==> config.mk <==
export PLATFORM = sky130hd
export DESIGN_NAME = pwm_rgb_buzzer
export DESIGN_NICKNAME = d
export VERILOG_FILES = /design/src/rtl/pwm_rgb_buzzer.sv
export SDC_FILE = /design/constraint.sdc
export NUM_CORES = 1
export LEC_CHECK = 0
export ABC_AREA = 1
export BUFFER_PORTS_ARGS = -buffer_cell sky130_fd_sc_hd__buf_4
export CELL_PAD_IN_SITES_DETAIL_PLACEMENT = 1
export CELL_PAD_IN_SITES_GLOBAL_PLACEMENT = 2
export CORE_MARGIN = 2
export CORE_UTILIZATION = 31
export DETAILED_ROUTE_END_ITERATION = 6
export MAX_ROUTING_LAYER = met4
export PLACE_DENSITY = 0.79
export SYNTH_ARGS = -nofsm -noshare
export SYNTH_HDL_FRONTEND = slang
export SYNTH_SLANG_ARGS = --single-unit
==> constraint.sdc <==
create_clock -name CLK -period 2.25 [get_ports CLK]
set_input_delay 0.1125 -clock CLK [delete_from_list [all_inputs] [get_ports CLK]]
set_output_delay 0.1125 -clock CLK [all_outputs]
set_load 0.02 [all_outputs]
==> src/rtl/pwm_rgb_buzzer.sv <==
// RGB LED PWM and buzzer square-wave generator fed by the FlexBus register block.
// Register values are shadowed and only take effect at period/half-period boundaries.
module pwm_rgb_buzzer #(
  parameter int CNT_W          = 32,
  parameter bit LED_ACTIVE_LOW = 1'b0
) (
  input  logic             CLK,
  input  logic             RST_n,
  input  logic [CNT_W-1:0] LED_FREQ_Qin,
  input  logic [CNT_W-1:0] LEDR_Puty_Qin,
  input  logic [CNT_W-1:0] LEDG_Puty_Qin,
  input  logic [CNT_W-1:0] LEDB_Puty_Qin,
  input  logic [CNT_W-1:0] BZ_FREQ_Qin,
  output logic             LED_R,
  output logic             LED_G,
  output logic             LED_B,
  output logic             BZ,
  output logic             PERIOD_TICK
);

  localparam logic [CNT_W-1:0] ONE = {{(CNT_W-1){1'b0}}, 1'b1};

  logic [CNT_W-1:0] per_q, per_d;
  logic [CNT_W-1:0] dr_q, dr_d;
  logic [CNT_W-1:0] dg_q, dg_d;
  logic [CNT_W-1:0] db_q, db_d;
  logic [CNT_W-1:0] cnt_q, cnt_d;
  logic [2:0]       led_q, led_d;
  logic             tick_q, tick_d;
  logic [CNT_W-1:0] bh_q, bh_d;
  logic [CNT_W-1:0] bcnt_q, bcnt_d;
  logic             bz_q, bz_d;

  logic led_wrap;
  logic led_reload;
  logic bz_toggle;

  always_comb begin
    led_wrap   = (per_q != '0) && (cnt_q == per_q - ONE);
    led_reload = (per_q == '0) || led_wrap;
    bz_toggle  = (bh_q != '0) && (bcnt_q == bh_q - ONE);

    per_d  = per_q;
    dr_d   = dr_q;
    dg_d   = dg_q;
    db_d   = db_q;
    cnt_d  = cnt_q;
    led_d  = 3'b000;
    tick_d = led_wrap;
    bh_d   = bh_q;
    bcnt_d = bcnt_q;
    bz_d   = bz_q;

    if (led_reload) begin
      per_d = LED_FREQ_Qin;
      dr_d  = LEDR_Puty_Qin;
      dg_d  = LEDG_Puty_Qin;
      db_d  = LEDB_Puty_Qin;
    end

    // Outputs are computed from the shadows in force for the current count,
    // so a period always completes with the values it started with.
    if (per_q == '0) begin
      cnt_d = '0;
    end else begin
      cnt_d = led_wrap ? '0 : cnt_q + ONE;
      led_d = {cnt_q < db_q, cnt_q < dg_q, cnt_q < dr_q};
    end

    if (bh_q == '0) begin
      bcnt_d = '0;
      bz_d   = 1'b0;
      bh_d   = BZ_FREQ_Qin;
    end else if (bz_toggle) begin
      bcnt_d = '0;
      bz_d   = ~bz_q;
      bh_d   = BZ_FREQ_Qin;
    end else begin
      bcnt_d = bcnt_q + ONE;
    end
  end

  always_ff @(posedge CLK or negedge RST_n) begin
    if (!RST_n) begin
      per_q  <= '0;
      dr_q   <= '0;
      dg_q   <= '0;
      db_q   <= '0;
      cnt_q  <= '0;
      led_q  <= 3'b000;
      tick_q <= 1'b0;
      bh_q   <= '0;
      bcnt_q <= '0;
      bz_q   <= 1'b0;
    end else begin
      per_q  <= per_d;
      dr_q   <= dr_d;
      dg_q   <= dg_d;
      db_q   <= db_d;
      cnt_q  <= cnt_d;
      led_q  <= led_d;
      tick_q <= tick_d;
      bh_q   <= bh_d;
      bcnt_q <= bcnt_d;
      bz_q   <= bz_d;
    end
  end

  assign LED_R       = led_q[0] ^ LED_ACTIVE_LOW;
  assign LED_G       = led_q[1] ^ LED_ACTIVE_LOW;
  assign LED_B       = led_q[2] ^ LED_ACTIVE_LOW;
  assign BZ          = bz_q;
  assign PERIOD_TICK = tick_q;

endmodule

==> run_results.csv <==
group,metric,value,unit
run_status,status,"finished, violations left",
run_status,violations,"negative setup slack",
detailed_routing,dr_total_vias,17743,
synth,yosysTopAreaCell,"dfrtp_1",
timing,finalHoldViolCount,0,
clocking,clock_sinks,229,
placement,io_buffers,166,
global_routing,grt_remaining_overflow,0,
critical_path,worstPathCellList,"nor2_2 > nand2_2 > nor2_4 > buf_6 > nand3b_1 > nand2_1 > nand2_1 > nor2_2 > nand2_1 > nor2_1 > nand2_1 > nor2_2 > nand3_4 > buf_6 > nand2_8 > clkbuf_16 > nand2_4 > nand2_2",
timing,min_period_over_period,122.6,%
global_routing,grt_pass1_vias,19134,
synth,synth_warnings,0,
critical_path,cp.required,2.75,ns
final_layout,nets,3142,
final_layout,area_growth,57.78,%
power_and_ir_drop,p_clk_share,50.7,%
power_and_ir_drop,p_int,7.350,mW
final_layout,multi_input_area,9799,um2
synth,synth-seq-area-share,36.65,%
final_layout,layout_commonest_cell,"nand2_1",
hold_path,min_path_type,"in -> async",
clocking,clk_latency,0.58,ns
timing,period_minus_slack,2.758,ns
final_layout,ff_latch_area,5746,um2
critical_path,critPathMaxFanout,7,
detailed_routing,drc,0,
final_layout,drive_above_1_share,30.21,%
floorplanning,core,49970,um2
detailed_routing,ant_nets,0,
power_and_ir_drop,combinationalPowerShare,6.3,%
detailed_routing,drt_first_pass_iters,5,
critical_path,r2r_setup_slack,-0.51,ns
synth,postSynthAreaPerCell,7.052,um2
synth,syn-cell-area,15630,um2
power_and_ir_drop,peakVddDrop,0.3774,mV
critical_path,cp.arrival,3.26,ns
critical_path,end_kind,"flop",
placement,globalplace.congestion,0.9059,
floorplanning,start_util,31.29,%
clocking,cts_tree,"yes",
power_and_ir_drop,p_leak,12.37,nW
critical_path,max_stage_delay,0.44,ns
floorplanning,pin_count,167,
synth,ys_ff_latch,229,
global_routing,grt_max_degree,74,
timing,slew_violations,0,
run,drv_cap,0,
timing,rsz0062_at_grt,"true",
power_and_ir_drop,p_per_area,388.1,nW/um2
timing,hold-worst-slack,0.1178,ns
power_and_ir_drop,seq_power_share,43.0,%
clocking,root_buffer,"clkbuf_16",
global_routing,grtUsageTotal,25.43,%
power_and_ir_drop,switching_share,23.23,%
critical_path,startpoint_type,"flop",
floorplanning,die_w,228.6,um
floorplanning,dieArea,52240,um2
timing,skew,0.02439,ns
global_routing,antenna_found_initial,1,
synth,synth_nets,2476,
timing,setup-violations-final,226,
power_and_ir_drop,switchingPower,2.223,mW
clocking,cts.path.max_buffers,3,
timing,fmax,0.3626,GHz
clocking,clkSlewWorstSetupHoldPaths,0.06,ns
critical_path,slowest_stage,"dfrtp_1",
placement,dp_hpwl,45.88,mm
final_layout,nFillCells,6073,
floorplanning,rows,82,
synth,synth_top_cell_area_share,36.65,%
synth,ys_types,38,
clocking,htreeDepth,1,
floorplanning,die_h,228.6,um
critical_path,crit_top_cell,"nand2_1",
placement,pre_cts_ws,-0.6592,ns
synth,synthTopCellsByArea,"dfrtp_1 (37%), nand2_1 (17%), nand3_1 (8.2%)",
timing,relSlewSlack,59.07,%
detailed_routing,drt-total-wl,70.18,mm
timing,tightest_slew,0.6139,ns
clocking,cts_buffers,29,
final_layout,final_cell_mix,"nand2_1 (599), buf_4 (466), nand3_1 (228)",
timing,finalWorstSetupSlack,-0.5076,ns
global_routing,grt_pass1_wl,103.5,mm
detailed_routing,routedWlPerCell,19.62,um
detailed_routing,drtIter0Drc,949,
critical_path,crit_type,"reg -> reg",
synth,postSynthCellCount,2217,
detailed_routing,routed_via_density,4.962,
==> metal layers <==
| layer | wire length [um] | vias up | global-route usage [%] |
|---|---|---|---|
| met4 | 2070 | 0 | 7.047 |
| met3 | 2670 | 133 | 2.944 |
| met5 | 0 | - | - |
| met1 | 30150 | 8815 | 31.49 |
| met2 | 35280 | 397 | 43.74 |
| li1 | - | 8398 | - |
==> registers in the layout, indices dropped and copies added (netlist names) <==
register and cells:
bh_q 32, bcnt_q 32, per_q 32, dg_q 32
BZ 1, dr_q 32, led_q 3, cnt_q 32
PERIOD_TICK 1, db_q 32
==> path summary, 6_finish.rpt <==
kind,from,to,cells past startpoint
setup reg to reg,bh_q[6]$_DFFE_PN0P_,bh_q[7]$_DFFE_PN0P_,18
max in group asynchronous,RST_n,per_q[9]$_DFFE_PN0P_,3
min in group CLK,LEDR_Puty_Qin[26],dr_q[26]$_DFFE_PN0P_,4
hold reg to reg,db_q[22]$_DFFE_PN0P_,db_q[22]$_DFFE_PN0P_,2
hold / removal,RST_n,dg_q[2]$_DFFE_PN0P_,2
setup / recovery,bh_q[6]$_DFFE_PN0P_,bh_q[7]$_DFFE_PN0P_,18
==> synthesized netlist by cell type (all sizes together) <==
master and n:
a211oi 5, a21o 4, a21oi 48, a31oi 1
and2 2, and3 5, buf 43, clkbuf 24
dfrtp 229, ha 97, inv 221, nand2 722
nand2b 1, nand3 260, nand3b 15, nand4 36
nor2 301, nor3 24, nor4 11, o211ai 3
o21a 1, o21ai 32, o21bai 8, o221ai 3
o22ai 1, or2 5, xnor2 44, xor2 71
==> per-stage QoR <==
step                total power [mW]  cells  util [%]  instance area (um2)  TNS (ns)
floorplan                      4.195   2217         -                15650         0
global placement               4.527   3305     39.77                19870   -114.77
detailed placement             4.532   3305     39.77                19870   -120.71
CTS                            9.617   3541     46.47                23220    -68.83
global route                   9.850   3576     49.37                24670   -120.21
finish                         9.573   3576     49.37                24670    -87.58
==> worst max-delay path, delay by kind of cell (launching register included) <==
kind | cells | cell delay [ns]
AND/OR/NAND/NOR | 15 | 1.73
flip-flops | 1 | 0.44
buffers and inverters | 3 | 0.49
==> logic make-up (layout without fill, tap and decap cells) <==
| logic type | Yosys count | in the layout | synth area share (%) |
|---|---|---|---|
| AO/OA/AOI/OAI | 106 | 106 | 3.818 |
| XOR/XNOR | 115 | 115 | 6.443 |
| adder cells (fa/ha/maj) | 97 | 97 | 7.763 |
| buffers and inverters | 288 | 973 | 7.939 |
| flip-flops | 229 | 229 | 36.65 |
| other | 0 | 1 | 0 |
| AND/OR/NAND/NOR | 1382 | 1383 | 37.38 |
==> timing repair <==
item                                    4_1_cts  5_1_grt
resized for setup                           109      283
pin swaps                                    27       55
setup buffers                                14       20
hold buffers                                161        0
gates cloned                                 11       17
endpoints found under the hold margin       272        0
endpoints found under the setup margin      226      229
==> power by group through the flow <==
stage                     clock network (mW)   logic, mW  registers, mW
after CTS                               4.93       0.566           4.12
after detailed placement                   0       0.338           4.19
after floorplan                            0  0.00000328           4.19
after global routing                    5.09       0.641           4.12
final                                   4.85       0.602           4.12
after global placement                     0       0.334           4.19
==> cell type report <==
| cell class | count | area share (%) |
|---|---|---|
| multi-input cells | 1701 | 39.73 |
| repair buffers | 701 | 26.31 |
| flip-flops and latches | 229 | 23.29 |
| well taps | 672 | 3.409 |
| inverters | 221 | 3.363 |
| clock buffers | 39 | 3.297 |
| clock inverters | 12 | 0.5935 |
| diodes | 1 | 0.01015 |
No activity file was read; power rests on OpenSTA's default activity.
